--- config.mk ---
export PLATFORM = sky130hd
export DESIGN_NAME = hazard_scoreboard
export DESIGN_NICKNAME = d
export VERILOG_FILES = /design/src/rtl/hazard_pkg.sv /design/src/rtl/operand_bypass.sv /design/src/rtl/hazard_scoreboard.sv
export SDC_FILE = /design/constraint.sdc
export NUM_CORES = 1
export LEC_CHECK = 0
export CORE_MARGIN = 10
export CORE_UTILIZATION = 30
export DETAILED_ROUTE_END_ITERATION = 12
export SYNTH_ARGS = -nofsm -noshare
export SYNTH_HDL_FRONTEND = slang
export SYNTH_SLANG_ARGS = --single-unit
--- constraint.sdc ---
create_clock -name clk -period 5.1 [get_ports clk]
set_input_delay 1.02 -clock clk [delete_from_list [all_inputs] [get_ports clk]]
set_output_delay 1.02 -clock clk [all_outputs]
set_load 0.005 [all_outputs]
--- src/rtl/hazard_pkg.sv ---
// Shared types and constants for the DEC-stage hazard scoreboard.
package hazard_pkg;

  localparam int REG_W = 5;
  localparam int NREGS = 32;

  typedef enum logic [2:0] {
    SRC_RF,
    SRC_EXE,
    SRC_MEM,
    SRC_WRB,
    SRC_LNG
  } fwd_src_t;

  // One-hot decode of a register address.
  function automatic logic [NREGS-1:0] reg_onehot(input logic [REG_W-1:0] r);
    logic [NREGS-1:0] m;
    m    = '0;
    m[r] = 1'b1;
    return m;
  endfunction

endpackage

--- src/rtl/operand_bypass.sv ---
// Per-operand bypass mux and hazard detection for one DEC source operand.
module operand_bypass
  import hazard_pkg::*;
#(
  parameter int XLEN = 32
) (
  input  logic [REG_W-1:0] rs,
  input  logic             renb,
  input  logic [XLEN-1:0]  rdata,
  input  logic [REG_W-1:0] exe_rd,
  input  logic             exe_rd_wenb,
  input  logic [XLEN-1:0]  exe_result,
  input  logic             exe_load,
  input  logic             exe_csr,
  input  logic [REG_W-1:0] mem_rd,
  input  logic             mem_rd_wenb,
  input  logic [XLEN-1:0]  mem_result,
  input  logic [REG_W-1:0] wrb_rd,
  input  logic             wrb_rd_wenb,
  input  logic [XLEN-1:0]  wrb_result,
  input  logic             lng_wenb,
  input  logic [REG_W-1:0] lng_rd,
  input  logic [XLEN-1:0]  lng_result,
  input  logic [NREGS-1:0] pending_eff,
  output fwd_src_t         src,
  output logic [XLEN-1:0]  data,
  output logic             raw_exe_stall,
  output logic             raw_lng_stall
);

  logic used;
  logic exe_hit, mem_hit, wrb_hit, lng_hit;

  // x0 is hardwired, so an unused operand and rs==0 both take the RF value.
  assign used    = renb && (rs != '0);
  assign exe_hit = used && exe_rd_wenb && (exe_rd == rs);
  assign mem_hit = used && mem_rd_wenb && (mem_rd == rs);
  assign wrb_hit = used && wrb_rd_wenb && (wrb_rd == rs);
  assign lng_hit = used && lng_wenb && (lng_rd == rs);

  // Youngest producer wins; an EXE load/CSR hit stalls without falling back to older stages.
  always_comb begin
    src           = SRC_RF;
    data          = rdata;
    raw_exe_stall = 1'b0;
    raw_lng_stall = 1'b0;
    if (exe_hit) begin
      src           = SRC_EXE;
      data          = exe_result;
      raw_exe_stall = exe_load || exe_csr;
    end else if (mem_hit) begin
      src  = SRC_MEM;
      data = mem_result;
    end else if (wrb_hit) begin
      src  = SRC_WRB;
      data = wrb_result;
    end else if (lng_hit) begin
      src  = SRC_LNG;
      data = lng_result;
    end
    if (used && pending_eff[rs] && !exe_hit && !mem_hit && !wrb_hit)
      raw_lng_stall = 1'b1;
  end

endmodule

--- src/rtl/hazard_scoreboard.sv ---
// DEC-stage bypass network plus scoreboard of in-flight long-latency writes.
module hazard_scoreboard
  import hazard_pkg::*;
#(
  parameter int XLEN     = 32,
  parameter int NSRC     = 2,
  parameter int MAX_LONG = 4,
  parameter int CNT_W    = 16
) (
  input  logic                   clk,
  input  logic                   reset,
  input  logic [NSRC*REG_W-1:0]  dec_rs,
  input  logic [NSRC-1:0]        dec_rs_renb,
  input  logic [NSRC*XLEN-1:0]   dec_rdata,
  input  logic [REG_W-1:0]       dec_rd,
  input  logic                   dec_rd_wenb,
  input  logic                   dec_long,
  input  logic                   dec_issue,
  input  logic [REG_W-1:0]       exe_rd,
  input  logic                   exe_rd_wenb,
  input  logic [XLEN-1:0]        exe_result,
  input  logic                   exe_load,
  input  logic                   exe_csr,
  input  logic [REG_W-1:0]       mem_rd,
  input  logic                   mem_rd_wenb,
  input  logic [XLEN-1:0]        mem_result,
  input  logic [REG_W-1:0]       wrb_rd,
  input  logic                   wrb_rd_wenb,
  input  logic [XLEN-1:0]        wrb_result,
  input  logic                   lng_wenb,
  input  logic [REG_W-1:0]       lng_rd,
  input  logic [XLEN-1:0]        lng_result,
  output logic                   dec_stall,
  output logic                   dec_load_use,
  output logic                   dec_csr_use,
  output logic                   dec_lng_use,
  output logic [NSRC*XLEN-1:0]   dec_rs_data,
  output logic                   sb_full,
  output logic                   sb_err,
  output logic [CNT_W-1:0]       stall_count
);

  localparam int OW = $clog2(MAX_LONG + 1);

  logic [NREGS-1:0] pending;
  logic [OW-1:0]    outstanding;

  logic [NREGS-1:0] clr_mask, set_mask, pending_eff;
  logic             lng_clr_valid, sb_set, cnt_inc;
  logic             waw_stall, cap_stall;

  fwd_src_t         src       [NSRC];
  logic [NSRC-1:0]  exe_stall_v, lng_stall_v, load_use_v, csr_use_v;

  assign clr_mask      = lng_wenb ? reg_onehot(lng_rd) : '0;
  assign pending_eff   = pending & ~clr_mask;
  assign lng_clr_valid = lng_wenb && pending[lng_rd];
  assign sb_set        = dec_issue && dec_long && dec_rd_wenb && (dec_rd != '0);
  assign set_mask      = sb_set ? reg_onehot(dec_rd) : '0;
  // A set onto a register that stays pending would double count; only new entries add.
  assign cnt_inc       = sb_set && !pending_eff[dec_rd];
  assign sb_full       = (outstanding == OW'(MAX_LONG));

  for (genvar i = 0; i < NSRC; i++) begin : g_op
    operand_bypass #(.XLEN(XLEN)) u_bypass (
      .rs            (dec_rs[REG_W*i +: REG_W]),
      .renb          (dec_rs_renb[i]),
      .rdata         (dec_rdata[XLEN*i +: XLEN]),
      .exe_rd        (exe_rd),
      .exe_rd_wenb   (exe_rd_wenb),
      .exe_result    (exe_result),
      .exe_load      (exe_load),
      .exe_csr       (exe_csr),
      .mem_rd        (mem_rd),
      .mem_rd_wenb   (mem_rd_wenb),
      .mem_result    (mem_result),
      .wrb_rd        (wrb_rd),
      .wrb_rd_wenb   (wrb_rd_wenb),
      .wrb_result    (wrb_result),
      .lng_wenb      (lng_wenb),
      .lng_rd        (lng_rd),
      .lng_result    (lng_result),
      .pending_eff   (pending_eff),
      .src           (src[i]),
      .data          (dec_rs_data[XLEN*i +: XLEN]),
      .raw_exe_stall (exe_stall_v[i]),
      .raw_lng_stall (lng_stall_v[i])
    );
    assign load_use_v[i] = (src[i] == SRC_EXE) && exe_load;
    assign csr_use_v[i]  = (src[i] == SRC_EXE) && exe_csr;
  end

  // Stall causes are ORed across operands; a completion this cycle frees a slot for a new long op.
  always_comb begin
    waw_stall    = dec_rd_wenb && (dec_rd != '0) && pending_eff[dec_rd];
    cap_stall    = dec_long && sb_full && !lng_clr_valid;
    dec_load_use = |load_use_v;
    dec_csr_use  = |csr_use_v;
    dec_lng_use  = |lng_stall_v;
    dec_stall    = (|exe_stall_v) || dec_lng_use || waw_stall || cap_stall;
  end

  // Scoreboard bits and outstanding count; set wins over clear on the same register.
  always_ff @(posedge clk or posedge reset) begin
    if (reset) begin
      pending     <= '0;
      outstanding <= '0;
    end else begin
      pending     <= pending_eff | set_mask;
      outstanding <= outstanding + OW'(cnt_inc) - OW'(lng_clr_valid);
    end
  end

  // Sticky flag for a completion that matches no pending write.
  always_ff @(posedge clk or posedge reset) begin
    if (reset)
      sb_err <= 1'b0;
    else if (lng_wenb && !pending[lng_rd])
      sb_err <= 1'b1;
  end

  // Saturating stall-cycle counter.
  always_ff @(posedge clk or posedge reset) begin
    if (reset)
      stall_count <= '0;
    else if (dec_stall && (stall_count != '1))
      stall_count <= stall_count + 1'b1;
  end

endmodule

==> out/results.ini <==
[timing]
worst_slew_pin_slew_ns=0.882
hold_viol=0
fmax_ghz=0.198
setup_viol=0
clock_skew_ns=0.00487
tns_ns=0
maxSlewViolCount=0
final.period_utilization_pct=98.9
fin_hold_ws_ns=0.470
slew_headroom_pct=39.7
period_minus_slack_ns=5.04
rsz0062_at_grt=true

[global_routing]
grt_remaining_overflow=0
antenna_found_initial=8
grt_pass1_vias=8766
grt_first_pass_wirelength_mm=57.3
grt_max_degree=53
grt_usage_pct=24.4

[worst_setup_path]
criticalPathCategory=in2out
slowest_stage=clkdlybuf4s50_1
worstRegToRegCells=12
worstPathRequired_ns=4.08
startpoint_type=primary input
cp_cell_sequence=clkdlybuf4s50_1, or2_4, o41ai_4, buf_4, nor3_2, or4_1, a211oi_2, a22oi_2, buf_4, inv_1, clkdlybuf4s50_1
critPathMaxStageDelay_ns=0.52
end_kind=output port
crit_arrival_ns=4.02
path_max_fanout=3

[power_and_ir_drop]
peakVddDrop_mv=0.219
powerDensity_mw_per_mm2=166
total_power_w=0.00194
p_leak_nw=4.40

[floorplanning]
die_w_um=173
die_h_um=173
placementRows=55
die_area_mm2=0.0299
start_util_pct=30.7
coreArea_mm2=0.0228
io-pin-count=326

[clock_network]
cts_htree_levels=2
cts_tree=done
clock_sinks=52
cts-root-buf=clkbuf_16
worstSkewPairLatency_ns=0.30
clk_pin_slew_worst_paths_ns=0.07
numCtsBuffers=5
postCtsHoldBufs=0
cts_buffer_depth=2

[finish]
layout.cells.non_filler=1661
nNetsFinal=1583
drive_gt1_share_pct=12.8
area_delta_synth_final_pct=66.6

[synthesis]
yosysWarningCount=0
ys.flop_type=dfrtp_1
ys_seq_elements=52
synth_edf_count=0
syn-num-nets=1226
avgSynthCellArea_um2=7.14
synthesis.area_mm2=0.00701
synthDistinctLibCells=74
async_flop_share_pct=100
seq_area_frac_synth_pct=18.6
synth_cells=982

[run_status]
outcome=completed

[job]
maxCapViolations=0

[placed_design]
dp_hpwl_mm=30.7
portBuffers=325
place.gp.congestion=0.966
dpl.cell_count=1628

[worst_hold_path]
hold_class=reg2reg
hold_path_depth=1

[drt]
ant_nets=0
drt_iter0_markers=829
post-route-drc-count=0
drt_wl_total_mm=38.4
viasPerCell=5.49
firstDrtPassIters=5
routed_wire_length_per_instance_um=23.1
vias=9112

## critical path: cells and delay by family
family          cells  cell delay [ns]
buf+inv             5             1.44
compound gates      3             0.68
simple gates        3             0.88
## cells in the mapped netlist (10+ instances only)
cell / instances / area share, %
nand4_1: 16 / 1.4
nor2b_1: 10 / 0.89
mux2i_1: 88 / 13
a21oi_1: 105 / 7.5
o211ai_1: 27 / 2.9
buf_1: 17 / 0.91
nand3_1: 12 / 0.86
dfrtp_1: 52 / 19
nand2_1: 98 / 5.2
nor3_1: 10 / 0.71
a211oi_1: 37 / 4.0
nor2_1: 114 / 6.1
inv_1: 15 / 0.80
buf_2: 23 / 1.6
xnor2_1: 54 / 6.7
o2111ai_1: 11 / 1.4
o21ai_0: 124 / 8.9
clkbuf_1: 44 / 2.4
## final timing paths
path | startpoint | end | slack [ns]
worst max-delay path | dec_rs[7] | dec_lng_use | 0.06
worst min-delay path | sb_err | sb_err | 0.47
worst max register to register | pending[3] | outstanding[2] | 2.06
worst min register to register | sb_err | sb_err | 0.47
max in group asynchronous | reset | pending[26] | 3.40
min in group asynchronous | reset | stall_count[11] | 1.22
## stage by stage
step                setup slack (ns)  util [%]  cell area (µm²)
CTS                          -0.0109      50.2            11500
detailed placement            -0.440      48.6            11100
finish                        0.0552      51.1            11700
global route                 -0.0548      51.1            11700
floorplan                       1.05         -             7010
global placement              -0.454      48.6            11100
## state kept, by name (all words and copies together), names as in the netlist
name	count
outstanding	3
stall_count	16
sb_err	1
pending	32
## repair_timing
item / CTS / global route
pin swaps: 3 / 6
gates cloned: 1 / 0
gates resized for setup: 22 / 44
hold endpoints to repair: 0 / 0
setup buffers: 8 / 8
endpoints found under the setup margin: 54 / 50
## placed cells by master (no fill, tap or decap), types with 8 or more instances in the layout
| cell | count |
|---|---|
| nor2b_1 | 10 |
| nand3_1 | 11 |
| dlymetal6s2s_1 | 13 |
| diode_2 | 8 |
| o21ai_1 | 15 |
| o2111ai_1 | 11 |
| buf_12 | 8 |
| xnor2_1 | 53 |
| buf_4 | 101 |
| o211ai_1 | 27 |
| o21ai_0 | 109 |
| mux2i_1 | 87 |
| a211oi_1 | 36 |
| nor2_1 | 114 |
| inv_1 | 14 |
| dfrtp_1 | 52 |
| clkdlybuf4s50_1 | 311 |
| nand4_1 | 16 |
| nand2_1 | 97 |
| a21oi_1 | 105 |
## layer usage
metal	part of all wire, %	vias to the layer above	track usage, %
met2	47	472	39.0
met4	2.1	2	6.29
met3	8.7	57	5.90
li1	-	4319	-
met1	42	4262	32.2
met5	0.034	-	0
## layout make-up
type / instances / area [µm²]
diodes: 8 / 20.0
clock buffers: 5 / 125
clock inverters: 3 / 68.8
fillers: 2255 / 11200
inverters: 16 / 60.1
multi-input cells: 823 / 5400
flip-flops and latches: 52 / 1300
well taps: 313 / 392
repair buffers: 441 / 4300
## where the power goes
group	internal (W)	switching (W)	total, W	leakage [nW]
combinational	0.000528	0.000409	0.000937	3.62
clock	0.000283	0.000168	0.000451	0.0945
sequential	0.000479	0.0000753	0.000555	0.688
total	0.00129	0.000653	0.00194	4.40
## kinds of logic after synthesis
group	share of synthesized area [%]
mux	14.5
simple gates	21.7
compound gates	30.5
flops	18.6
fa+ha+maj	0.821
xor+xnor	7.25
buf+inv	6.62
Note: power is estimated with default switching activity, not from simulation.
